===== src/rtl/kinpira_axi_pkg.sv =====
// Shared constants for the kinpira AXI4-Lite register block: response codes, word-address shift, FSM states.
// Latency: n/a (definitions only).
// Backpressure: n/a.
package kinpira_axi_pkg;

    localparam int ADDR_LSB = 2;

    localparam logic [1:0] RESP_OKAY   = 2'b00;
    localparam logic [1:0] RESP_EXOKAY = 2'b01;
    localparam logic [1:0] RESP_SLVERR = 2'b10;

    typedef enum logic {
        W_IDLE = 1'b0,
        W_RESP = 1'b1
    } wr_state_e;

    typedef enum logic {
        R_IDLE = 1'b0,
        R_DATA = 1'b1
    } rd_state_e;

    // Response code for a decoded access: in-range words answer OKAY, holes answer SLVERR.
    function automatic logic [1:0] decode_resp(input logic in_range);
        return in_range ? RESP_OKAY : RESP_SLVERR;
    endfunction

endpackage


===== src/rtl/kinpira_axi_lite_wstrb_merge.sv =====
// Byte-lane merge of a write word into the current register value under WSTRB.
// Latency: purely combinational.
// Backpressure: none.
module kinpira_axi_lite_wstrb_merge (
    input  logic [31:0] old_word,
    input  logic [31:0] wdata,
    input  logic [3:0]  wstrb,
    output logic [31:0] new_word
);

    // Each enabled byte lane takes the write data, the others keep the old contents.
    always_comb begin
        new_word = old_word;
        for (int b = 0; b < 4; b++) begin
            if (wstrb[b]) begin
                new_word[8*b +: 8] = wdata[8*b +: 8];
            end
        end
    end

endmodule


===== src/rtl/kinpira_axi_lite_regs.sv =====
// AXI4-Lite slave register file with one read-only status word and per-register write pulses.
// Latency: BVALID one cycle after the later of AW/W handshakes; RVALID one cycle after AR handshake.
// Backpressure: one write and one read outstanding; AW/W/AR ready drop until B/R are accepted.
module kinpira_axi_lite_regs
    import kinpira_axi_pkg::*;
#(
    parameter int C_S_AXI_DATA_WIDTH = 32,
    parameter int C_S_AXI_ADDR_WIDTH = 6,
    parameter int NUM_REGS           = 8,
    parameter int STATUS_IDX         = 7
) (
    input  logic                              ACLK,
    input  logic                              ARESETN,
    input  logic [C_S_AXI_ADDR_WIDTH-1:0]     S_AXI_AWADDR,
    input  logic [2:0]                        S_AXI_AWPROT,
    input  logic                              S_AXI_AWVALID,
    output logic                              S_AXI_AWREADY,
    input  logic [C_S_AXI_DATA_WIDTH-1:0]     S_AXI_WDATA,
    input  logic [C_S_AXI_DATA_WIDTH/8-1:0]   S_AXI_WSTRB,
    input  logic                              S_AXI_WVALID,
    output logic                              S_AXI_WREADY,
    output logic [1:0]                        S_AXI_BRESP,
    output logic                              S_AXI_BVALID,
    input  logic                              S_AXI_BREADY,
    input  logic [C_S_AXI_ADDR_WIDTH-1:0]     S_AXI_ARADDR,
    input  logic [2:0]                        S_AXI_ARPROT,
    input  logic                              S_AXI_ARVALID,
    output logic                              S_AXI_ARREADY,
    output logic [C_S_AXI_DATA_WIDTH-1:0]     S_AXI_RDATA,
    output logic [1:0]                        S_AXI_RRESP,
    output logic                              S_AXI_RVALID,
    input  logic                              S_AXI_RREADY,
    output logic [C_S_AXI_DATA_WIDTH*NUM_REGS-1:0] reg_q,
    output logic [NUM_REGS-1:0]               reg_we,
    input  logic [C_S_AXI_DATA_WIDTH-1:0]     status_in
);

    localparam int              IW    = C_S_AXI_ADDR_WIDTH - ADDR_LSB;
    localparam logic [IW:0]     NREGS = (IW+1)'(NUM_REGS);
    localparam logic [IW-1:0]   SIDX  = IW'(STATUS_IDX);

    logic [31:0]   regs [NUM_REGS];

    wr_state_e     w_state, w_next;
    rd_state_e     r_state, r_next;

    logic          aw_held, w_held;
    logic [IW-1:0] aw_idx_q;
    logic [31:0]   w_dat_q;
    logic [3:0]    w_strb_q;

    logic          aw_hs, w_hs, ar_hs, commit;
    logic [IW-1:0] w_idx, r_idx;
    logic [31:0]   w_dat;
    logic [3:0]    w_strb;
    logic          w_in_range, r_in_range;
    logic [31:0]   old_word, merged_word, rd_word;

    logic [1:0]    bresp_q, rresp_q;
    logic [31:0]   rdata_q;
    logic [NUM_REGS-1:0] we_q;

    // Protection bits and the byte offset within a word carry no meaning here.
    logic unused_bits;
    assign unused_bits = &{1'b0, S_AXI_AWPROT, S_AXI_ARPROT,
                           S_AXI_AWADDR[ADDR_LSB-1:0], S_AXI_ARADDR[ADDR_LSB-1:0]};

    // Ready is held low while reset is asserted so the master never sees a handshake then.
    assign S_AXI_AWREADY = ARESETN && (w_state == W_IDLE) && !aw_held;
    assign S_AXI_WREADY  = ARESETN && (w_state == W_IDLE) && !w_held;
    assign S_AXI_ARREADY = ARESETN && (r_state == R_IDLE);

    assign aw_hs = S_AXI_AWVALID && S_AXI_AWREADY;
    assign w_hs  = S_AXI_WVALID  && S_AXI_WREADY;
    assign ar_hs = S_AXI_ARVALID && S_AXI_ARREADY;

    // The second of AW/W to arrive is used straight off the bus, so commit lands on its handshake edge.
    assign w_idx  = aw_held ? aw_idx_q : S_AXI_AWADDR[ADDR_LSB +: IW];
    assign w_dat  = w_held  ? w_dat_q  : S_AXI_WDATA;
    assign w_strb = w_held  ? w_strb_q : S_AXI_WSTRB;
    assign commit = (w_state == W_IDLE) && (aw_held || aw_hs) && (w_held || w_hs);

    assign r_idx      = S_AXI_ARADDR[ADDR_LSB +: IW];
    assign w_in_range = {1'b0, w_idx} < NREGS;
    assign r_in_range = {1'b0, r_idx} < NREGS;

    // Current contents of the register targeted by the write; zero for holes.
    always_comb begin
        old_word = '0;
        for (int i = 0; i < NUM_REGS; i++) begin
            if (w_idx == IW'(i)) begin
                old_word = regs[i];
            end
        end
    end

    kinpira_axi_lite_wstrb_merge u_merge (
        .old_word (old_word),
        .wdata    (w_dat),
        .wstrb    (w_strb),
        .new_word (merged_word)
    );

    // Read mux: storage for normal words, live status for the status slot, zero for holes.
    always_comb begin
        rd_word = '0;
        for (int i = 0; i < NUM_REGS; i++) begin
            if (r_idx == IW'(i)) begin
                rd_word = regs[i];
            end
        end
        if (r_idx == SIDX) begin
            rd_word = status_in;
        end
    end

    // Write FSM state register.
    always_ff @(posedge ACLK or negedge ARESETN) begin
        if (!ARESETN) begin
            w_state <= W_IDLE;
        end else begin
            w_state <= w_next;
        end
    end

    // Write FSM next state: idle until a full AW+W pair commits, then wait for BREADY.
    always_comb begin
        w_next = w_state;
        case (w_state)
            W_IDLE:  if (commit)       w_next = W_RESP;
            W_RESP:  if (S_AXI_BREADY) w_next = W_IDLE;
            default: w_next = W_IDLE;
        endcase
    end

    // Holding registers, register array update, write pulses and write response.
    always_ff @(posedge ACLK or negedge ARESETN) begin
        if (!ARESETN) begin
            aw_held  <= 1'b0;
            w_held   <= 1'b0;
            aw_idx_q <= '0;
            w_dat_q  <= '0;
            w_strb_q <= '0;
            bresp_q  <= RESP_OKAY;
            we_q     <= '0;
            for (int i = 0; i < NUM_REGS; i++) begin
                regs[i] <= '0;
            end
        end else begin
            we_q <= '0;
            if (commit) begin
                aw_held <= 1'b0;
                w_held  <= 1'b0;
                bresp_q <= decode_resp(w_in_range);
                for (int i = 0; i < NUM_REGS; i++) begin
                    if (w_in_range && (w_idx == IW'(i)) && (i != STATUS_IDX)) begin
                        regs[i] <= merged_word;
                        we_q[i] <= 1'b1;
                    end
                end
            end else begin
                if (aw_hs) begin
                    aw_held  <= 1'b1;
                    aw_idx_q <= S_AXI_AWADDR[ADDR_LSB +: IW];
                end
                if (w_hs) begin
                    w_held   <= 1'b1;
                    w_dat_q  <= S_AXI_WDATA;
                    w_strb_q <= S_AXI_WSTRB;
                end
            end
        end
    end

    // Read FSM state register.
    always_ff @(posedge ACLK or negedge ARESETN) begin
        if (!ARESETN) begin
            r_state <= R_IDLE;
        end else begin
            r_state <= r_next;
        end
    end

    // Read FSM next state: idle until AR handshake, then hold data until RREADY.
    always_comb begin
        r_next = r_state;
        case (r_state)
            R_IDLE:  if (ar_hs)        r_next = R_DATA;
            R_DATA:  if (S_AXI_RREADY) r_next = R_IDLE;
            default: r_next = R_IDLE;
        endcase
    end

    // Capture read data and response at the AR handshake; they stay put while RVALID is up.
    always_ff @(posedge ACLK or negedge ARESETN) begin
        if (!ARESETN) begin
            rdata_q <= '0;
            rresp_q <= RESP_OKAY;
        end else if (ar_hs) begin
            rdata_q <= rd_word;
            rresp_q <= decode_resp(r_in_range);
        end
    end

    assign S_AXI_BVALID = (w_state == W_RESP);
    assign S_AXI_BRESP  = bresp_q;
    assign S_AXI_RVALID = (r_state == R_DATA);
    assign S_AXI_RDATA  = rdata_q;
    assign S_AXI_RRESP  = rresp_q;
    assign reg_we       = we_q;

    for (genvar g = 0; g < NUM_REGS; g++) begin : g_flat
        assign reg_q[32*g +: 32] = regs[g];
    end

endmodule

===== config.mk =====
export PLATFORM = sky130hd
export DESIGN_NAME = kinpira_axi_lite_regs
export DESIGN_NICKNAME = d
export VERILOG_FILES = /design/src/rtl/kinpira_axi_pkg.sv /design/src/rtl/kinpira_axi_lite_wstrb_merge.sv /design/src/rtl/kinpira_axi_lite_regs.sv
export SDC_FILE = /design/constraint.sdc
export NUM_CORES = 1
export LEC_CHECK = 0
export BUFFER_PORTS_ARGS = -buffer_cell sky130_fd_sc_hd__buf_2
export CAP_MARGIN = 15
export CORE_MARGIN = 2
export CORE_UTILIZATION = 46
export DETAILED_ROUTE_END_ITERATION = 10
export GPL_TIMING_DRIVEN = 0
export HOLD_SLACK_MARGIN = 0.05
export PLACE_DENSITY = 0.71
export SETUP_SLACK_MARGIN = 0.2
export SLEW_MARGIN = 15
export SYNTH_ARGS = -nofsm -noshare
export SYNTH_HDL_FRONTEND = slang
export SYNTH_SLANG_ARGS = --single-unit

===== constraint.sdc =====
create_clock -name ACLK -period 5.9 [get_ports ACLK]
set_input_delay 0.59 -clock ACLK [delete_from_list [all_inputs] [get_ports ACLK]]
set_output_delay 0.59 -clock ACLK [all_outputs]
set_load 0.01 [all_outputs]

Yosys cells after proc, flatten, opt, wreduce, memory -nomap -nowiden:

Index checks and enable logic that the tools add are counted.

* flip-flop bits (word level): 311
* output and inout port bits: 305
* word-level logic and storage cells: 113

* order comparisons: 2
* eq/ne operators: 14
* multiplexer cells: 43
* bitwise operators: 3
* reductions and logical operators: 33

Operators by type and width (count)
* 2-to-1 mux 32 bit: 17
* equality test 4 x 3 -> 1 bit, second input constant: 8
* 2-to-1 mux 8 bit: 4
* AND reduction 2 bit: 9
* equality test 4 x 2 -> 1 bit, second input constant: 4
* logical AND 1 bit: 16
* 2-to-1 mux 1 bit: 15
* equality test 4 x 1 -> 1 bit, second input constant: 2
* zero test 4 bit: 2
* less-than comparator 4 bit, second input constant: 2
* 2-to-1 mux 4 bit: 2
* 2-to-1 mux 7 bit: 1
* 2-to-1 mux 2 bit: 2
* one-hot mux 1 bit (2 select lines): 2
* nonzero test 2 bit: 2
* inverter 1 bit: 3
* zero test 1 bit: 2
* logical OR 1 bit: 2

Depth between registers and ports, before layout:

* depth in word-level cells: 11
* gate-level depth with buffers: 9
* mapped depth without buffers: 5

By module:

A second synthesis with hierarchy kept.

* cell total of the unflattened synthesis: 1420
* area, all modules: 17400.4 um^2

By module, submodules not included
* kinpira_axi_lite_regs: times used 1, cells an instance 1384, area an instance 16874.9 um^2
* kinpira_axi_lite_wstrb_merge: times used 1, cells an instance 36, area an instance 525.5 um^2

Least setup slack after synthesis:

Ideal clock, no wire load.

* path type: input port to flip-flop
* from: input S_AXI_AWADDR[5]
* to: register regs (netlist bit reg_q[100])
* arrival time: 2.108 ns
* required time: 5.775 ns
* path slack: 3.667 ns
* stages: 6
* path buffers: 1
* cells stage by stage: or3b_1 a22o_4 buf_6 o31ai_4 a31oi_1 mux2_2

* longest elaborated chain between the ends: 11

Ends and longest elaborated chain
* start: declaration: RTL line kinpira_axi_lite_regs.sv:14 `input logic [C_S_AXI_ADDR_WIDTH-1:0] S_AXI_AWADDR,`
* 2-to-1 mux 4 bit (*): RTL line kinpira_axi_lite_regs.sv:78 `assign w_idx = aw_held ? aw_idx_q : S_AXI_AWADDR[ADDR_LSB +: IW];`
* zero test 4 bit: RTL line kinpira_axi_lite_regs.sv:91 `if (w_idx == IW'(i)) begin`
* 2-to-1 mux 32 bit (8 in series): RTL line kinpira_axi_lite_regs.sv:91
* 2-to-1 mux 8 bit: RTL line kinpira_axi_lite_wstrb_merge.sv:15 `if (wstrb[b]) begin`
* end signal: indexed assignment: RTL line kinpira_axi_lite_regs.sv:157 `regs[i] <= merged_word;`
* end: declaration: RTL line kinpira_axi_lite_regs.sv:42 `logic [31:0] regs [NUM_REGS];`

Every way passes the cells marked *; elsewhere a longest branch is shown, timed or not.
A chain may end at the register's enable or synchronous reset.

Worst setup path in the final report:

* from: input ARESETN
* to: register rdata_q[17], in the netlist S_AXI_RDATA[17]

* longest elaborated chain between the ends: 2

Ends and longest elaborated chain
* start: declaration: RTL line kinpira_axi_lite_regs.sv:13 `input logic ARESETN,`
* logical AND 1 bit: RTL line kinpira_axi_lite_regs.sv:71 `assign S_AXI_ARREADY = ARESETN && (r_state == R_IDLE);`
* logical AND 1 bit: RTL line kinpira_axi_lite_regs.sv:75 `assign ar_hs = S_AXI_ARVALID && S_AXI_ARREADY;`
* end signal: assignment: RTL line kinpira_axi_lite_regs.sv:200 `rdata_q <= rd_word;`
* end: declaration: RTL line kinpira_axi_lite_regs.sv:60 `logic [31:0] rdata_q;`

Every way passes these cells.

==> summary.txt <==
Run status
  • Status: finished, final reports clean

Critical path
  • Arr. time, crit path: 4.72 ns
  • CP startpoint: ARESETN
  • Worst Path Buf+Inv: 5
  • Crit path launch type: input pin
  • Worst r2r src: aw_held
  • FF-to-FF setup slack: 2.79 ns
  • Critical Path Stages: 10
  • CP Data Required Time: 6.35 ns
  • Top delay family on crit path: buffers and inverters
  • Peak fanout along the critical path: 104
  • Worst Setup EP: S_AXI_RDATA[17]
  • Reg2reg end: reg_q[13]
  • Crit path kind: in -> reg
  • Critical Path End Type: register
  • R2R depth: 8
  • Critical path cell sequence: dlygate4sd3_1 > buf_8 > buf_16 > buf_16 > and3b_1 > nand2_1 > nor2_1 > clkbuf_1 > o21ai_0 > o21ai_0
  • Worst stage delay on the critical path: 0.67 ns
  • CP max stage cell: nor2_1

Floorplanning
  • Die area: 0.03826 mm^2
  • Die X: 195.6 um
  • Die height: 195.6 um
  • Initial Util: 46.46%
  • Site row count: 70
  • Ports: 398
  • Core ar.: 0.03635 mm^2

Detailed routing
  • Via/cell ratio: 6.404
  • DR vias: 15362
  • Post-route DRC: 0
  • Wire length per cell: 27.85 um
  • Post-detailed-route count of antenna-violating nets: 0
  • Initial drt markers: 1481
  • Drt total wl: 66810 um
  • 1st-pass router iterations: 5

Placement
  • Cell Area, Placed: 0.01946 mm^2
  • Dpl hpwl: 47200 um
  • Port Buffers: 352
  • Placer Congestion: 0.9345

GRT
  • First-pass GRT wire length: 97720 um
  • Largest net degree at the start of global routing: 105
  • GRT Total Usage: 34.32%
  • Grt ovf: 0
  • Initial antenna violation count: 6
  • Number of global-route vias before repair: 15052

Clocking
  • H-tree depth: 2
  • CTS clock-pin slew for the worst setup and hold paths: 0.06 ns
  • Clock insertion delay at the later pin of the skew report: 0.54 ns
  • TritonCTS Buffers: 36
  • CTS sink cnt: 309
  • Clock Path Buffers: 3
  • Root Buffer: clkbuf_16
  • CTS tree: yes
  • Post-CTS Setup Inserts: 0

STA
  • Slew @ Worst Pin: 1.108 ns
  • Final Setup Violations: 0
  • Clk_skew: 0.01598 ns
  • Fin. Hold Viols: 0
  • Fmax: 234.2 MHz
  • RSZ-0062 raised after global routing: false
  • Final Max Tran Viols: 0
  • Crit path time final: 4.269 ns
  • Final worst-path cycle share: 72.36%
  • Relative slew slack: 26.12%

Job
  • Max cap viols: 0

Synthesis
  • Netlist cell types: 57
  • Most frequent cell after synthesis: dfrtp_1
  • Synth Register Bits: 309
  • Share of Yosys cell area claimed by the top area cell type: 45.79%
  • Cell taking the most area after synthesis: dfrtp_1
  • Post-Syn Area per Cell: 11.45 um^2
  • Post-synth ARST share: 100.0%
  • Mapped Area: 0.01689 mm^2
  • Syn. warnings: 32
  • Top_reg_cell synth: dfrtp_1
  • Synth area leaders: dfrtp_1 46%, mux2_2 14%, mux4_2 4.1%
  • Sequential fraction of the synthesis area: 45.79%
  • Post-Syn Instances: 1475
  • Post-synth top cells: 309 x dfrtp_1, 205 x mux2_2, 143 x nand2_1, 122 x o21ai_0, 63 x a22oi_1
  • Post-synth EDFFs: 0

Cells and area
  • Area of the multi-input gates: 0.008442 mm^2
  • Filler cells: 3180
  • Share of layout cells above drive strength 1: 40.84%
  • P&R area growth vs syn: 22.57%
  • Fin nets: 1996
  • Area occupied by registers: 0.007732 mm^2
  • Final instance area: 0.02070 mm^2

Hold path
  • Worst hold-check path type: in -> reg

Power and ir drop
  • Pwr/cell area: 511.6 mW/mm^2
  • Power consumption: 10.59 mW
  • Leak: 10.08 nW
  • Worst VDD drop: 0.0003227 V
## kinds of logic (layout without fill, tap and decap cells)
logic type             count (synthesis)  after routing  share of synthesized area [%]
DFF                                  309            309                          45.79
AOI/OAI and AO/OA                    497            497                          23.14
buffers and inverters                165            583                          5.009
and+or+nand+nor                      232            232                          6.164
muxes                                271            271                          19.88
other                                  1             39                        0.02221
## flip-flops by register name, summed over array words and instances, names as in the netlist
signal / cells
S_AXI_RRESP: 1
S_AXI_RVALID: 1
w_strb_q: 4
reg_q: 224
reg_we: 7
aw_held: 1
S_AXI_RDATA: 32
aw_idx_q: 4
S_AXI_BRESP: 1
w_held: 1
S_AXI_BVALID: 1
w_dat_q: 32
## cell type report
type | instances | share of cell area [%]
inverters | 13 | 0.2357
multi-input cells | 1035 | 40.78
plain buffers | 152 | 3.851
repair buffers | 356 | 9.007
clock buffers | 51 | 5.211
diodes | 4 | 0.04836
well taps | 468 | 2.829
flip-flops and latches | 309 | 37.36
clock inverters | 11 | 0.6770
## where the power goes
| part | internal [mW] | switching (mW) |
|---|---|---|
| Sequential | 2.92 | 0.952 |
| Clock | 1.40 | 0.922 |
| Combinational | 1.88 | 2.51 |
## layer usage
metal / global-route usage [%] / wire (um)
met4: 17.22 / 3561
met3: 8.808 / 6833
met2: 54.15 / 30850
met1: 43.96 / 25520
met5: 0 / 37
## metrics by stage
| step | setup slack, ns | hold WS (ns) | util [%] | std cells | setup TNS (ns) |
|---|---|---|---|---|---|
| finish | 1.631 | 0.2580 | 56.95 | 2399 | 0 |
| global route | 1.273 | 0.2574 | 56.94 | 2398 | 0 |
| CTS | 1.598 | 0.2405 | 56.92 | 2395 | 0 |
| detailed placement | 1.649 | 0.5011 | 53.54 | 2332 | 0 |
| global placement | -2.945 | 0.4942 | 53.27 | 2329 | -1351.16 |
| floorplan | 3.667 | 0.2944 | - | 1509 | 0 |
## layout by cell type (no fill, tap or decap), types with 36 or more instances in the layout
cell type,instances
a22oi_1,63
nand2_1,143
dfrtp_1,309
o21ai_0,122
a31oi_1,36
buf_2,400
buf_4,38
clkbuf_16,37
mux2_2,205
nor2_1,39
a21oi_1,36
clkbuf_1,56
## what timing repair did
action	CTS	global route
hold buffers	1	0
resized for setup	0	0
hold endpoints to repair	37	0
## worst min-delay path by stage
stage / endpoint / startpoint / cells after the start / slack (ns)
global route: S_AXI_BVALID / S_AXI_BREADY / 2 / 0.26
floorplan: S_AXI_BRESP[1] / ARESETN / 0 / 0.29
finish: S_AXI_BVALID / S_AXI_BREADY / 2 / 0.26
detailed placement: S_AXI_RDATA[3] / S_AXI_RDATA[3] / 2 / 0.50
global placement: S_AXI_RDATA[28] / S_AXI_RDATA[28] / 2 / 0.49
CTS: S_AXI_RVALID / S_AXI_RREADY / 2 / 0.24
(Power assumes the default switching activity.)
